<file path="config.mk">
export PLATFORM = sky130hd
export DESIGN_NAME = alu_control_unit_flat
export DESIGN_NICKNAME = d
export VERILOG_FILES = /design/src/rtl/alu_control_unit_pkg.sv /design/src/rtl/alu_control_unit_if.sv /design/src/rtl/alu_control_unit_mul_sequencer.sv /design/src/rtl/alu_control_unit.sv /design/src/flat_wrapper.sv
export SDC_FILE = /design/constraint.sdc
export NUM_CORES = 1
export LEC_CHECK = 0
export BUFFER_PORTS_ARGS = -buffer_cell sky130_fd_sc_hd__buf_4
export CORE_MARGIN = 8
export CORE_UTILIZATION = 48
export DETAILED_ROUTE_END_ITERATION = 12
export PLACE_DENSITY = 0.87
export RECOVER_POWER = 50
export SYNTH_ARGS = -nofsm -noshare
export SYNTH_HDL_FRONTEND = slang
export SYNTH_HIERARCHICAL = 1
export SYNTH_SLANG_ARGS = --single-unit
</file>
<file path="constraint.sdc">
create_clock -name clk -period 1.82 [get_ports clk]
set_input_delay 0.364 -clock clk [delete_from_list [all_inputs] [get_ports clk]]
set_output_delay 0.364 -clock clk [all_outputs]
set_load 0.01 [all_outputs]
</file>
<file path="src/rtl/alu_control_unit_pkg.sv">
// ---------------------------------------------------------------------------
// alu_control_unit_pkg
// Shared definitions for the ALU decode stage and the ALU itself: the R-type
// funct codes, the op classes coming from the main controller, the result
// mux encodings and the state enum of the MULTU sequencer.
// ---------------------------------------------------------------------------
package alu_control_unit_pkg;

    // R-type funct field values; the five ALU codes double as ALU function codes
    localparam logic [5:0] F_AND   = 6'd36;
    localparam logic [5:0] F_OR    = 6'd37;
    localparam logic [5:0] F_ADD   = 6'd32;
    localparam logic [5:0] F_SUB   = 6'd34;
    localparam logic [5:0] F_SLT   = 6'd42;
    localparam logic [5:0] F_SRL   = 6'd2;
    localparam logic [5:0] F_MULTU = 6'd25;
    localparam logic [5:0] F_MFHI  = 6'd16;
    localparam logic [5:0] F_MFLO  = 6'd18;

    // Op classes driven by the main controller
    localparam logic [1:0] OP_ADD   = 2'b00;
    localparam logic [1:0] OP_SUB   = 2'b01;
    localparam logic [1:0] OP_RTYPE = 2'b10;
    localparam logic [1:0] OP_SLT   = 2'b11;

    // Result mux select
    typedef enum logic [1:0] {
        OUT_ALU   = 2'b00,
        OUT_SHIFT = 2'b01,
        OUT_HI    = 2'b10,
        OUT_LO    = 2'b11
    } out_sel_e;

    // MULTU sequencer states
    typedef enum logic [1:0] {
        S_IDLE = 2'b00,
        S_LOAD = 2'b01,
        S_RUN  = 2'b10,
        S_DONE = 2'b11
    } mul_state_e;

endpackage

</file>
<file path="src/rtl/alu_control_unit_if.sv">
// ---------------------------------------------------------------------------
// alu_control_unit_if
// Bundle between the instruction source (master) and the ALU control unit
// (slave).
//   master drives : alu_op, funct, valid
//   slave drives  : alu_signal, shift_en, mul_start, mul_en, hilo_we,
//                   out_sel, busy, stall
// ---------------------------------------------------------------------------
interface alu_control_unit_if;

    logic [1:0] alu_op;
    logic [5:0] funct;
    logic       valid;
    logic [5:0] alu_signal;
    logic       shift_en;
    logic       mul_start;
    logic       mul_en;
    logic       hilo_we;
    logic [1:0] out_sel;
    logic       busy;
    logic       stall;

    modport master (
        output alu_op, funct, valid,
        input  alu_signal, shift_en, mul_start, mul_en, hilo_we, out_sel, busy, stall
    );

    modport slave (
        input  alu_op, funct, valid,
        output alu_signal, shift_en, mul_start, mul_en, hilo_we, out_sel, busy, stall
    );

endinterface

</file>
<file path="src/rtl/alu_control_unit_mul_sequencer.sv">
// ---------------------------------------------------------------------------
// mul_sequencer
// FSM plus iteration counter for the multi-cycle MULTU operation.
//   clk         : rising-edge clock
//   reset       : asynchronous, active-high reset
//   start_i     : a MULTU is presented; only acted on in IDLE
//   mul_start_o : LOAD state, multiplier loads operands
//   mul_en_o    : RUN state, one shift-add step per cycle
//   hilo_we_o   : DONE state, HI/LO latch the product
//   busy_o      : any state other than IDLE
// All outputs are decoded from registered state only.
// ---------------------------------------------------------------------------
module mul_sequencer
    import alu_control_unit_pkg::*;
#(
    parameter int MUL_CYCLES = 32,
    parameter int CNT_W      = 6
) (
    input  logic clk,
    input  logic reset,
    input  logic start_i,
    output logic mul_start_o,
    output logic mul_en_o,
    output logic hilo_we_o,
    output logic busy_o
);

    localparam logic [CNT_W-1:0] LAST_CNT = CNT_W'(MUL_CYCLES - 1);

    mul_state_e       state_q, state_d;
    logic [CNT_W-1:0] cnt_q, cnt_d;

    // State and counter registers. Reset drops any sequence in flight, so a
    // partially computed product never reaches HI/LO.
    always_ff @(posedge clk or posedge reset) begin
        if (reset) begin
            state_q <= S_IDLE;
            cnt_q   <= '0;
        end else begin
            state_q <= state_d;
            cnt_q   <= cnt_d;
        end
    end

    // Next-state logic. LOAD clears the counter so every RUN phase starts
    // from zero; RUN leaves on the cycle the counter shows the final step.
    always_comb begin
        state_d = state_q;
        cnt_d   = cnt_q;
        case (state_q)
            S_IDLE: begin
                if (start_i) begin
                    state_d = S_LOAD;
                end
            end
            S_LOAD: begin
                cnt_d   = '0;
                state_d = S_RUN;
            end
            S_RUN: begin
                cnt_d = cnt_q + 1'b1;
                if (cnt_q == LAST_CNT) begin
                    state_d = S_DONE;
                end
            end
            S_DONE: begin
                state_d = S_IDLE;
            end
            default: begin
                state_d = S_IDLE;
            end
        endcase
    end

    // Output strobes are pure functions of the state register.
    always_comb begin
        mul_start_o = (state_q == S_LOAD);
        mul_en_o    = (state_q == S_RUN);
        hilo_we_o   = (state_q == S_DONE);
        busy_o      = (state_q != S_IDLE);
    end

endmodule

</file>
<file path="src/rtl/alu_control_unit.sv">
// ---------------------------------------------------------------------------
// alu_control_unit
// Decode stage in front of the 32-bit ALU: turns op class + funct into the
// ALU function code, steers the shifter and result mux, and hands MULTU off
// to the multi-cycle sequencer while stalling HI/LO consumers.
//   clk   : rising-edge clock
//   reset : asynchronous, active-high reset
//   ctrl  : slave side of alu_control_unit_if (alu_op/funct/valid in,
//           alu_signal/shift_en/mul_start/mul_en/hilo_we/out_sel/busy/stall out)
// ---------------------------------------------------------------------------
module alu_control_unit
    import alu_control_unit_pkg::*;
#(
    parameter int MUL_CYCLES = 32,
    parameter int CNT_W      = 6
) (
    input  logic               clk,
    input  logic               reset,
    alu_control_unit_if.slave  ctrl
);

    logic isRType;
    logic issueMultu;
    logic needsHiLo;
    logic seqBusy;

    // Combinational decode. Only alu_op and funct matter here, so ALU and
    // shift instructions keep flowing while a MULTU is in progress. Any
    // funct without a defined meaning leaves everything at its idle value.
    always_comb begin
        ctrl.alu_signal = '0;
        ctrl.shift_en   = 1'b0;
        ctrl.out_sel    = OUT_ALU;
        case (ctrl.alu_op)
            OP_ADD: ctrl.alu_signal = F_ADD;
            OP_SUB: ctrl.alu_signal = F_SUB;
            OP_SLT: ctrl.alu_signal = F_SLT;
            OP_RTYPE: begin
                case (ctrl.funct)
                    F_AND, F_OR, F_ADD, F_SUB, F_SLT: begin
                        ctrl.alu_signal = ctrl.funct;
                    end
                    F_SRL: begin
                        ctrl.shift_en = 1'b1;
                        ctrl.out_sel  = OUT_SHIFT;
                    end
                    F_MFHI: ctrl.out_sel = OUT_HI;
                    F_MFLO: ctrl.out_sel = OUT_LO;
                    default: begin
                    end
                endcase
            end
            default: begin
            end
        endcase
    end

    // Hazard detection. While a sequence runs, anything touching HI/LO must
    // wait. A MULTU seen in IDLE is also stalled in its own issue cycle: the
    // sequencer has latched it, and holding the instruction keeps it off the
    // ALU until the product exists. Reset forces the stall low.
    always_comb begin
        isRType    = (ctrl.alu_op == OP_RTYPE);
        issueMultu = ctrl.valid && isRType && (ctrl.funct == F_MULTU);
        needsHiLo  = isRType && ((ctrl.funct == F_MULTU) ||
                                 (ctrl.funct == F_MFHI)  ||
                                 (ctrl.funct == F_MFLO));
        ctrl.stall = !reset &&
                     ((seqBusy && ctrl.valid && needsHiLo) || (!seqBusy && issueMultu));
        ctrl.busy  = seqBusy;
    end

    mul_sequencer #(
        .MUL_CYCLES (MUL_CYCLES),
        .CNT_W      (CNT_W)
    ) u_mul_sequencer (
        .clk         (clk),
        .reset       (reset),
        .start_i     (issueMultu),
        .mul_start_o (ctrl.mul_start),
        .mul_en_o    (ctrl.mul_en),
        .hilo_we_o   (ctrl.hilo_we),
        .busy_o      (seqBusy)
    );

endmodule

</file>
<file path="src/flat_wrapper.sv">
// flat-port wrapper written by rule: the top's interface ports become plain ports
module alu_control_unit_flat import alu_control_unit_pkg::*;
#(
    parameter int MUL_CYCLES = 32,
    parameter int CNT_W      = 6
)
  (clk, reset, ctrl_alu_op, ctrl_funct, ctrl_valid, ctrl_alu_signal, ctrl_shift_en, ctrl_mul_start, ctrl_mul_en, ctrl_hilo_we, ctrl_out_sel, ctrl_busy, ctrl_stall);
  alu_control_unit_if ctrl_i ();
  input  logic clk;
  input  logic reset;
  input wire logic [$bits(ctrl_i.alu_op)-1:0] ctrl_alu_op;
  input wire logic [$bits(ctrl_i.funct)-1:0] ctrl_funct;
  input wire logic [$bits(ctrl_i.valid)-1:0] ctrl_valid;
  output wire logic [$bits(ctrl_i.alu_signal)-1:0] ctrl_alu_signal;
  output wire logic [$bits(ctrl_i.shift_en)-1:0] ctrl_shift_en;
  output wire logic [$bits(ctrl_i.mul_start)-1:0] ctrl_mul_start;
  output wire logic [$bits(ctrl_i.mul_en)-1:0] ctrl_mul_en;
  output wire logic [$bits(ctrl_i.hilo_we)-1:0] ctrl_hilo_we;
  output wire logic [$bits(ctrl_i.out_sel)-1:0] ctrl_out_sel;
  output wire logic [$bits(ctrl_i.busy)-1:0] ctrl_busy;
  output wire logic [$bits(ctrl_i.stall)-1:0] ctrl_stall;
  assign ctrl_i.alu_op = ctrl_alu_op;
  assign ctrl_i.funct = ctrl_funct;
  assign ctrl_i.valid = ctrl_valid;
  assign ctrl_alu_signal = ctrl_i.alu_signal;
  assign ctrl_shift_en = ctrl_i.shift_en;
  assign ctrl_mul_start = ctrl_i.mul_start;
  assign ctrl_mul_en = ctrl_i.mul_en;
  assign ctrl_hilo_we = ctrl_i.hilo_we;
  assign ctrl_out_sel = ctrl_i.out_sel;
  assign ctrl_busy = ctrl_i.busy;
  assign ctrl_stall = ctrl_i.stall;
  alu_control_unit #(.MUL_CYCLES(MUL_CYCLES), .CNT_W(CNT_W)) u_core (.clk(clk), .reset(reset), .ctrl(ctrl_i));
endmodule
</file>
### Word level (Yosys, flattened, before mapping)

Cells that the tools add are included.

* equal/unequal tests: 18
* mux-type cells: 10
* add/subtract/negate cells: 1
* reduce and logical (&&, ||, !) cells: 18

Operators with widths (number)
* $eq 6x6->1 const B: 5
* $eq 6x5->1 const B: 4
* $pmux 6 s4: 1
* $pmux 6 s2: 1
* $eq 2x2->1 const B: 4
* $pmux 2 s4: 1
* $logic_and 1x1->1: 7
* $add 6x1->6 const B: 1
* $eq 6x2->1 const B: 1
* $mux 2: 3
* $mux 6: 1
* $pmux 2 s3: 1
* $reduce_or 5->1: 1
* $eq 2x1->1 const B: 2
* $logic_not 2->1: 2
* $ne 2x1->1 const B: 2
* $reduce_bool 2->1: 2
* $logic_or 1x1->1: 3
* $logic_not 1->1: 2
* $mux 1: 2
* $reduce_and 2->1: 1

* register bits: 8
* output and inout bits: 14
* input bits: 11
* logic and storage cells: 49

### Depth between registers and ports, before layout

Gate-level depths: netlist of run 1.

* depth after elaboration: 7
* gate-level depth with buffers: 5
* depth with buffers taken out: 5

### Hierarchy

The synthesis of run 1 kept the hierarchy.

Modules (own cells, without submodules)
* mul_sequencer: sequential area each 200.2 µm², cells an instance 50, area an instance 474.2 µm², instances 1
* alu_control_unit: sequential area each 0.0 µm², cells an instance 28, area an instance 244.0 µm², instances 1

### Worst setup path before layout of run 1

No wires, ideal clock.

* path type: reg2out
* from: register u_core.u_mul_sequencer.state_q[0]
* to: output port ctrl_stall
* slack: 0.082 ns
* cell stages (with the launch flop): 6
* required time: 1.456 ns
* path buffers: 0
* data arrival time: 1.374 ns
* cells stage by stage: dfrtp_1 inv_1 ha_1 inv_1 or3b_1 a211oi_2

* longest elaborated chain between the ends: 5
* elaborated cells on any way between the ends: 7
* classes of those cells: reduce/logical: 7

Ends and longest elaborated chain
* start: declaration: RTL line alu_control_unit_mul_sequencer.sv:30 `mul_state_e state_q, state_d;`
* start signal: assignment: RTL line alu_control_unit_mul_sequencer.sv:40 `state_q <= state_d;`
* $reduce_bool 2->1 (*): RTL line alu_control_unit_mul_sequencer.sv:80 `busy_o = (state_q != S_IDLE);`
* via ctrl_busy: RTL line flat_wrapper.sv:20 `output wire logic [$bits(ctrl_i.busy)-1:0] ctrl_busy;`
* $logic_and 1x1->1 / $logic_not 1->1 (equally long branches): RTL line alu_control_unit.sv:69 `((seqBusy && ctrl.valid && needsHiLo) || (!seqBusy && issueMultu));`
* $logic_and 1x1->1: RTL line alu_control_unit.sv:69
* $logic_or 1x1->1 (*): RTL line alu_control_unit.sv:69
* $logic_and 1x1->1 (*): RTL line alu_control_unit.sv:68 `ctrl.stall = !reset &&`
* end: declaration: RTL line flat_wrapper.sv:21 `output wire logic [$bits(ctrl_i.stall)-1:0] ctrl_stall;`

Mark *: on every way through the listed nets, which the timed path passes. The rest lies on a longest branch.

### Final worst setup path of run 1

* from: register u_core.u_mul_sequencer.state_q[1]
* to: output port ctrl_stall

* longest elaborated chain between the ends: 5
* elaborated cells on any way between the ends: 7
* classes of those cells: reduce/logical: 7

Ends and longest elaborated chain (RTL line)
* $reduce_bool 2->1 (*): alu_control_unit_mul_sequencer.sv:80
* $logic_and 1x1->1 / $logic_not 1->1 (equally long branches): alu_control_unit.sv:69
* $logic_and 1x1->1: alu_control_unit.sv:69
* $logic_or 1x1->1 (*): alu_control_unit.sv:69
* $logic_and 1x1->1 (*): alu_control_unit.sv:68

Mark *: on every way between the ends. The rest lies on a longest branch, timed or not.

==> results of run 1 <==
## stage by stage
| step | total power [mW] | TNS [ns] | cell area, µm² |
|---|---|---|---|
| floorplan | 0.6061 | 0 | 718.2 |
| global placement | 0.8163 | -0.08425 | 922.1 |
| detailed placement | 0.8406 | -0.08943 | 922.1 |
| CTS | 1.126 | -0.1621 | 1007 |
| global route | 1.230 | -0.3830 | 1005 |
| finish | 1.130 | -0.2677 | 1005 |
## critical path, cell delays in order, from the launching register on
cell      delay, ns
dfrtp_1        0.37
inv_2          0.06
ha_4           0.16
inv_2          0.04
or3b_4         0.37
a211oi_2       0.22
buf_4          0.16
## metal layers
metal	track usage [%]	vias up
met5	0	-
met4	9.426	0
met3	3.533	8
met2	29.81	33
met1	12.81	340
li1	-	349
## sequential cells by signal (all words and copies together) (netlist names)
name and flops:
u_core/u_mul_sequencer/cnt_q 6, u_core/u_mul_sequencer/state_q 2
## cell usage after synthesis, types with 2 or more instances
library cell  instances  share of area [%]
nand3_1               4                2.8
nor4_2                2                3.5
nand2_1               2                1.0
nor2b_1               2                1.7
ha_1                  6                 10
o21ai_0               6                4.2
inv_1                11                5.7
nand2b_1              2                1.7
nor2_1                2                1.0
nand3b_1              4                4.2
a21oi_1               2                1.4
nor3_1                2                1.4
dfrtp_1               8                 28
## cell families (layout without fill, tap and decap cells)
| group | count (synthesis) | count (layout) |
|---|---|---|
| buffers and inverters | 13 | 46 |
| AO/OA/AOI/OAI | 17 | 17 |
| multiplexers | 1 | 1 |
| AND/OR/NAND/NOR | 31 | 31 |
| flip-flops | 8 | 8 |
| XOR/XNOR | 1 | 1 |
| adder cells (fa/ha/maj) | 6 | 6 |
| other | 1 | 1 |
## repair_timing
item,4_1_cts,5_1_grt
endpoints found under the setup margin,1,2
pin swaps,1,0
buffers inserted,6,0
gates resized for setup,7,1
## power by group
group          total [mW]  switching [mW]  internal [mW]
Combinational       0.743           0.368          0.375
Clock               0.135          0.0598         0.0754
Sequential          0.252          0.0320          0.220
## final cells by class
cell class | count | share of cell area [%]
Clock buffer | 3 | 2.242
Inverter | 11 | 4.110
Multi-Input combinational cell | 57 | 47.82
Sequential cell | 8 | 19.93
Tap cell | 16 | 1.993
Timing Repair Buffer | 32 | 23.91
## path summary, 6_finish.rpt
path,from,endpoint,cells after the start
setup / recovery,u_core/u_mul_sequencer/state_q[1],ctrl_stall,6
min in group clk,u_core/u_mul_sequencer/cnt_q[1],u_core/u_mul_sequencer/cnt_q[1],2
hold / removal,reset,u_core/u_mul_sequencer/cnt_q[0],2
hold reg to reg,u_core/u_mul_sequencer/cnt_q[1],u_core/u_mul_sequencer/cnt_q[1],2
setup reg to reg,u_core/u_mul_sequencer/state_q[0],u_core/u_mul_sequencer/state_q[0],6
max in group asynchronous,reset,u_core/u_mul_sequencer/cnt_q[5],2
==> flow_summary_export.csv, run 1 <==
group,metric,value,unit
pwr,pwr_density_cell,1125,nW/µm²
yosys,synth-simple-area-share,34.15,%
yosys,syn_nets,95,
cells_and_area,layout_common_cells,"buf_4 (30), inv_1 (8), dfrtp_1 (8), o21ai_0 (6)",
pwr,p_leak,0.4763,nW
drt,dr.pass1.iters,5,
global_routing,grt_pass1_vias,762,
timing,rsz0062_at_grt,"yes",
floorplan,die-area,2990,µm²
yosys,syn_area_per_cell,9.208,µm²
yosys,synth_compound_area_share,16.90,%
setup_path,end_kind,"output pin",
drt,wirelength_met1,688,µm
drt,top_layer_used,"met4",
yosys,syn-cell-area,718.2,µm²
place,dp_cells,118,
setup_path,worstSetupPathType,"flop to output pin",
floorplan,ios,25,
floorplan,die_h,54.68,µm
floorplan,core,1454,µm²
yosys,synth_cell_types,38,
timing,period_share,109.9,%
hold_path,holdCritPathClass,"input port to async pin",
cells_and_area,seqCellArea,200.2,µm²
setup_path,crit_fanout,2,
yosys,synth_edf_count,0,
yosys,syn_inst,78,
clocking,ctsHtreeMaxLevel,1,
cells_and_area,num-fill-cells,126,
place,io_buffers,23,
drt,wl_per_cell,16.69,µm
cells_and_area,stdcell_count,127,
setup_path,cp.required,1.46,ns
cells_and_area,drive_above_1_share,46.85,%
timing,setup_viol,2,
yosys,synth_top_flop_cell,"dfrtp_1",
drt,wirelength,2120,µm
outcome,status,"finished with violations",
setup_path,cp.arrival,1.64,ns
pwr,peakVddDrop,0.0009434,V
drt,drt_iter0_markers,22,
clocking,ctsHoldBuffers,0,
yosys,ys_warn_count,6,
timing,hold_violations,0,
timing,max_freq,500.0,MHz
cells_and_area,multiInputGateArea,480.5,µm²
clocking,cts_buffers,3,
global_routing,gr-total-overflow,0,
cells_and_area,syn_to_final_growth,39.89,%
clocking,cts_tree,"built",
cells_and_area,nets,130,
yosys,synth-seq-cells,8,
place,dp_hpwl,1489,µm
place,gp_congestion,0.7579,
yosys,synth_top_family_by_area,"simple AND/OR/NAND/NOR gates",
outcome,violations,"setup timing",
yosys,synth_seq_area_share,27.87,%
clocking,cts_buffer_depth,2,
timing,final.min_clock_period,2.000,ns
drt,drcViolationCount,0,
global_routing,antenna_found_initial,0,
yosys,synthMuxAreaShare,1.568,%
cells_and_area,final_common_cell,"buf_4",
clocking,root_buffer,"clkbuf_4",
global_routing,grt_max_degree,12,
drt,wl_met3,226,µm
clocking,worstSkewPairLatency,0.25,ns
drt,vias,730,
floorplan,die_w,54.68,µm
timing,fin_skew,0.006774,ns
timing,hold-worst-slack,0.07972,ns
global_routing,grt_pass1_wl,3284,µm
drt,ant_nets,0,
setup_path,cp-start-kind,"flop",
clocking,clock_sinks,8,
yosys,async_flop_share,100.0,%
place,place_ws,-0.04049,ns
yosys,synth_xor_area_share,1.220,%
setup_path,r2r_setup_slack,0.28,ns
global_routing,grt_use_total,15.03,%
floorplan,row_count,14,
clocking,path_clk_slew,0.06,ns
cells_and_area,diodes,0,
job,cap_violations,0,
cells_and_area,finish.utilization,69.11,%
yosys,synth_adder_area_share,10.45,%
timing,slew_viol_final,0,
timing,layout_setup_ws,-0.1802,ns
drt,route.met2.wl,1143,µm
drt,viasPerCell,5.748,
floorplan,start_util,49.40,%
No activity file was read; power rests on OpenSTA's default activity.
==> inputs of run 2 (changes only) <==
- CORE_UTILIZATION: 48 -> 35
- CTS_CLUSTER_SIZE: unset -> 24
- PLACE_DENSITY: 0.87 -> 0.69
==> flow_summary_export.csv, run 2 (synthesis results as in run 1) <==
group,metric,value,unit
cells_and_area,seqCellArea,200.2,µm²
setup_path,slowest_stage,"dfrtp_1",
outcome,violations,"setup timing",
floorplan,core,1942,µm²
job,cap_violations,0,
setup_path,worstSetupPathType,"flop to output pin",
setup_path,cp.arrival,1.57,ns
cells_and_area,multiInputGateArea,480.5,µm²
floorplan,die-area,3758,µm²
timing,period_share,106.1,%
cells_and_area,top_register,"u_core/u_mul_sequencer/cnt_q",
cells_and_area,top_regs,"u_core/u_mul_sequencer/cnt_q: 6 flops, u_core/u_mul_sequencer/state_q: 2 flops",
timing,layout_setup_ws,-0.1106,ns
cells_and_area,layout_common_cells,"buf_4 (27), inv_1 (8), dfrtp_1 (8), o21ai_0 (6), ha_1 (5)",
floorplan,die_h,61.30,µm
drt,ant_nets,0,
clocking,path_clk_slew,0.05,ns
drt,wl_per_cell,13.39,µm
global_routing,grt_pass1_vias,670,
pwr,pwr_density_cell,1076,nW/µm²
pwr,peakVddDrop,0.0007961,V
cells_and_area,nets,126,
global_routing,grt_use_total,10.53,%
timing,slew_viol_final,0,
cells_and_area,stdcell_count,134,
cells_and_area,diodes,0,
pwr,p_leak,0.4575,nW
cells_and_area,syn_to_final_growth,37.63,%
drt,dr.pass1.iters,4,
cells_and_area,finish.utilization,50.90,%
setup_path,crit_fanout,2,
clocking,worstSkewPairLatency,0.25,ns
clocking,cts_buffers,3,
floorplan,ios,25,
cells_and_area,drive_above_1_share,44.86,%
clocking,ctsHtreeMaxLevel,1,
setup_path,crit_chain,"inv_2 > ha_4 > inv_2 > or3b_4 > a211oi_2 > buf_4",
global_routing,gr-total-overflow,0,
global_routing,use_met1,11.18,%
clocking,clock_sinks,8,
drt,wirelength,1794,µm
timing,final.min_clock_period,1.931,ns
timing,hold_violations,0,
clocking,cts_buffer_depth,2,
timing,max_freq,518.0,MHz
setup_path,cp-start-kind,"flop",
floorplan,die_w,61.30,µm
place,io_buffers,23,
drt,drt_iter0_markers,15,
place,gp_congestion,0.7811,
outcome,status,"finished with violations",
global_routing,busiest_layer,"met2",
drt,viasPerCell,5.104,
hold_path,holdCritPathClass,"input port to async pin",
global_routing,met3_usage,3.549,%
cells_and_area,largest_register_ffs,6,
place,dp_cells,129,
timing,fin_skew,0.001946,ns
floorplan,row_count,16,
setup_path,end_kind,"output pin",
clocking,root_buffer,"clkbuf_4",
drt,vias,684,
global_routing,grt_max_degree,12,
cells_and_area,final_common_cell,"buf_4",
floorplan,start_util,36.98,%
timing,hold-worst-slack,0.06761,ns
setup_path,crit_top_cell,"inv_2",
drt,drcViolationCount,0,
timing,final.setup.tns,-0.1106,ns
global_routing,grt_pass1_wl,3001,µm
global_routing,met2_usage,18.21,%
place,place_ws,0.03891,ns
clocking,cts_tree,"built",
timing,setup_viol,1,
timing,rsz0062_at_grt,"yes",
cells_and_area,final_area,988.4,µm²
pwr,fin_total_pwr,1.064,mW
setup_path,cp.required,1.46,ns
place,place_area,935.9,µm²
setup_path,critical_path.max_stage_delay,0.36,ns
cells_and_area,num-fill-cells,185,
global_routing,antenna_found_initial,0,
place,dp_hpwl,1405,µm
==> run 2: path summary, 6_finish.rpt <==
kind	slack, ns	cells past startpoint	to	start
setup / recovery	-0.11	6	ctrl_stall	u_core/u_mul_sequencer/state_q[1]
hold / removal	0.07	2	u_core/u_mul_sequencer/cnt_q[4]	reset
setup reg to reg	0.40	5	u_core/u_mul_sequencer/state_q[0]	u_core/u_mul_sequencer/state_q[0]
hold reg to reg	0.57	2	u_core/u_mul_sequencer/cnt_q[1]	u_core/u_mul_sequencer/cnt_q[1]
max in group asynchronous	1.52	2	u_core/u_mul_sequencer/cnt_q[1]	reset
min in group clk	0.57	2	u_core/u_mul_sequencer/cnt_q[1]	u_core/u_mul_sequencer/cnt_q[1]
==> run 2: area by class of cell <==
class	instances	area share, %
sequential	8	20.25
multi-input combinational	57	48.61
tap	27	3.418
inverter	11	4.177
timing repair buffer	28	21.27
clock buffer	3	2.278
==> run 2: timing repair <==
| item | in CTS | in global routing |
|---|---|---|
| hold endpoints to repair | 0 | 0 |
| endpoints found under the setup margin | 1 | 2 |
| gates resized for setup | 5 | 2 |
| cloned | 0 | 0 |
| hold buffers | 0 | 0 |
| pin swaps | 1 | 0 |
| setup buffers | 2 | 0 |
==> run 2: power breakdown <==
| group | switching [mW] | internal (mW) | leakage, nW |
|---|---|---|---|
| clock | 0.0611 | 0.0755 | 0.0138 |
| sequential | 0.0305 | 0.220 | 0.107 |
| combinational | 0.346 | 0.331 | 0.337 |
==> run 2: worst max-delay path, delay by kind of cell (launching register included) <==
family	cells	cell delay, ns
adder cells (fa/ha/maj)	1	0.15
AND/OR/NAND/NOR	1	0.36
buffers and inverters	3	0.25
flip-flops	1	0.36
AO/OA/AOI/OAI	1	0.19
==> run 2: metal layers <==
layer | up-vias | routed length, µm
met5 | - | 0
met4 | 0 | 12
met2 | 31 | 826
met3 | 2 | 234
met1 | 311 | 721
li1 | 340 | -
==> inputs of run 3 (changes only) <==
- SETUP_SLACK_MARGIN: unset -> 0.2
- clock period: 1.82 -> 2 ns (I/O delays scaled with it)
==> flow_summary_export.csv, run 3 (synthesis results as in run 1) <==
group,metric,value,unit
pwr,pwr-share-seq,22.6,%
cells_and_area,diodes,0,
timing,rsz0062_at_grt,"yes",
global_routing,grt_use_total,10.67,%
cells_and_area,final_common_cell,"buf_4",
drt,wl_per_cell,13.65,µm
setup_path,crit_fanout,2,
pwr,internal_power,0.6079,mW
setup_path,worstSetupPathType,"flop to output pin",
clocking,path_clk_slew,0.05,ns
floorplan,die_h,61.30,µm
timing,period_share,99.06,%
clocking,cts_buffer_depth,2,
drt,dr.pass1.iters,3,
drt,wirelength,1870,µm
setup_path,worstRegToRegCells,5,
setup_path,cp.arrival,1.58,ns
drt,drcViolationCount,0,
floorplan,row_count,16,
place,dp_hpwl,1397,µm
pwr,p_leak,0.4721,nW
cells_and_area,nets,129,
drt,ant_nets,0,
cells_and_area,top_regs,"u_core/u_mul_sequencer/cnt_q: 6 flops, u_core/u_mul_sequencer/state_q: 2 flops",
timing,final.min_clock_period,1.981,ns
setup_path,end_kind,"output pin",
floorplan,die-area,3758,µm²
drt,viasPerCell,4.985,
setup_path,cp.required,1.60,ns
cells_and_area,drive_above_1_share,46.36,%
timing,final.setup.tns,0,ns
clocking,worstSkewPairLatency,0.25,ns
floorplan,ios,25,
hold_path,holdCritPathClass,"input port to async pin",
timing,layout_setup_ws,0.01886,ns
drt,vias,683,
place,place_ws,0.1330,ns
cells_and_area,final_area,1011,µm²
setup_path,r2r_setup_slack,0.54,ns
cells_and_area,largest_register_ffs,6,
cells_and_area,finish.utilization,52.06,%
pwr,p_sw_share,40.25,%
cells_and_area,syn_to_final_growth,40.77,%
timing,max_freq,504.8,MHz
global_routing,grt_pass1_wl,3070,µm
global_routing,antenna_found_initial,0,
clocking,clock_sinks,8,
global_routing,gr-total-overflow,0,
cells_and_area,top_register,"u_core/u_mul_sequencer/cnt_q",
timing,fin_skew,0.004223,ns
cells_and_area,layout_common_cells,"buf_4 (30), inv_1 (8), dfrtp_1 (8), o21ai_0 (6), ha_1 (5)",
clocking,root_buffer,"clkbuf_4",
pwr,p_sw,0.4096,mW
pwr,peakVddDrop,0.0007135,V
floorplan,die_w,61.30,µm
timing,hold_violations,0,
drt,drt_iter0_markers,10,
outcome,status,"complete, no violations",
floorplan,start_util,36.98,%
pwr,pwr_density_cell,1006,nW/µm²
global_routing,grt_max_degree,12,
setup_path,worstReg2RegStart,"u_core/u_mul_sequencer/state_q[0]",
floorplan,core,1942,µm²
pwr,clock_power_share,11.9,%
place,io_buffers,23,
clocking,cts_buffers,3,
pwr,power_frac_comb,65.4,%
job,cap_violations,0,
timing,slew_viol_final,0,
timing,setup_viol,0,
clocking,cts_tree,"built",
setup_path,cp-start-kind,"flop",
place,place_area,920.9,µm²
global_routing,grt_pass1_vias,697,
place,dp_cells,127,
place,gp_congestion,0.8581,
clocking,ctsHtreeMaxLevel,1,
cells_and_area,stdcell_count,137,
setup_path,rr_endpoint,"u_core/u_mul_sequencer/state_q[0]",
[run 3: worst max path at each step]
stage,slack [ns],endpoint,start,cells after the start
CTS,0.02,ctrl_stall,u_core/u_mul_sequencer/state_q[1],6
global placement,0.13,ctrl_stall,u_core/u_mul_sequencer/state_q[1],6
global route,-0.04,ctrl_stall,u_core/u_mul_sequencer/state_q[1],6
finish,0.02,ctrl_stall,u_core/u_mul_sequencer/state_q[0],6
detailed placement,0.13,ctrl_stall,u_core/u_mul_sequencer/state_q[0],6
floorplan,0.23,ctrl_stall,u_core/u_mul_sequencer/state_q[0],5
[run 3: final cells by class]
type                    instances  area (µm²)
clock buffers                   3       22.52
fillers                       180       930.9
inverters                      11       41.29
multi-input cells              57       480.5
flip-flops and latches          8       200.2
well taps                      27       33.78
repair buffers                 31       232.7
[run 3: routing by layer]
layer	share of wire [%]	vias up	GRT usage, %
li1	-	346	-
met1	39	314	10.50
met2	48	21	20.15
met3	12	2	2.714
met4	0.48	0	4.983
met5	0	-	0
[run 3: power groups by stage]
stage / Sequential (mW) / Clock, mW / Combinational, mW
floorplan: 0.229 / 0 / 0.323
global placement: 0.236 / 0 / 0.481
detailed placement: 0.239 / 0 / 0.486
CTS: 0.230 / 0.129 / 0.619
global route: 0.233 / 0.136 / 0.729
finish: 0.230 / 0.122 / 0.666
[run 3: timing repair]
item / CTS / global route
buffers inserted: 5 / 2
resized for setup: 5 / 2
hold endpoints to repair: 0 / 0
hold buffers: 0 / 0
pin swaps: 1 / 0
setup endpoints to repair: 1 / 2
[run 3: critical path, stage by stage, from the launching register on]
cell,delay [ns]
dfrtp_1,0.37
inv_2,0.07
ha_4,0.16
inv_2,0.04
or3b_4,0.36
a211oi_2,0.19
buf_4,0.15
[run 3: per-stage QoR]
step | hold WS, ns | power [mW]
after detailed placement | 0.3787 | 0.7241
after CTS | 0.1024 | 0.9791
after floorplan | 0.2157 | 0.5516
after global routing | 0.1260 | 1.097
final | 0.1070 | 1.018
after global placement | 0.3823 | 0.7169
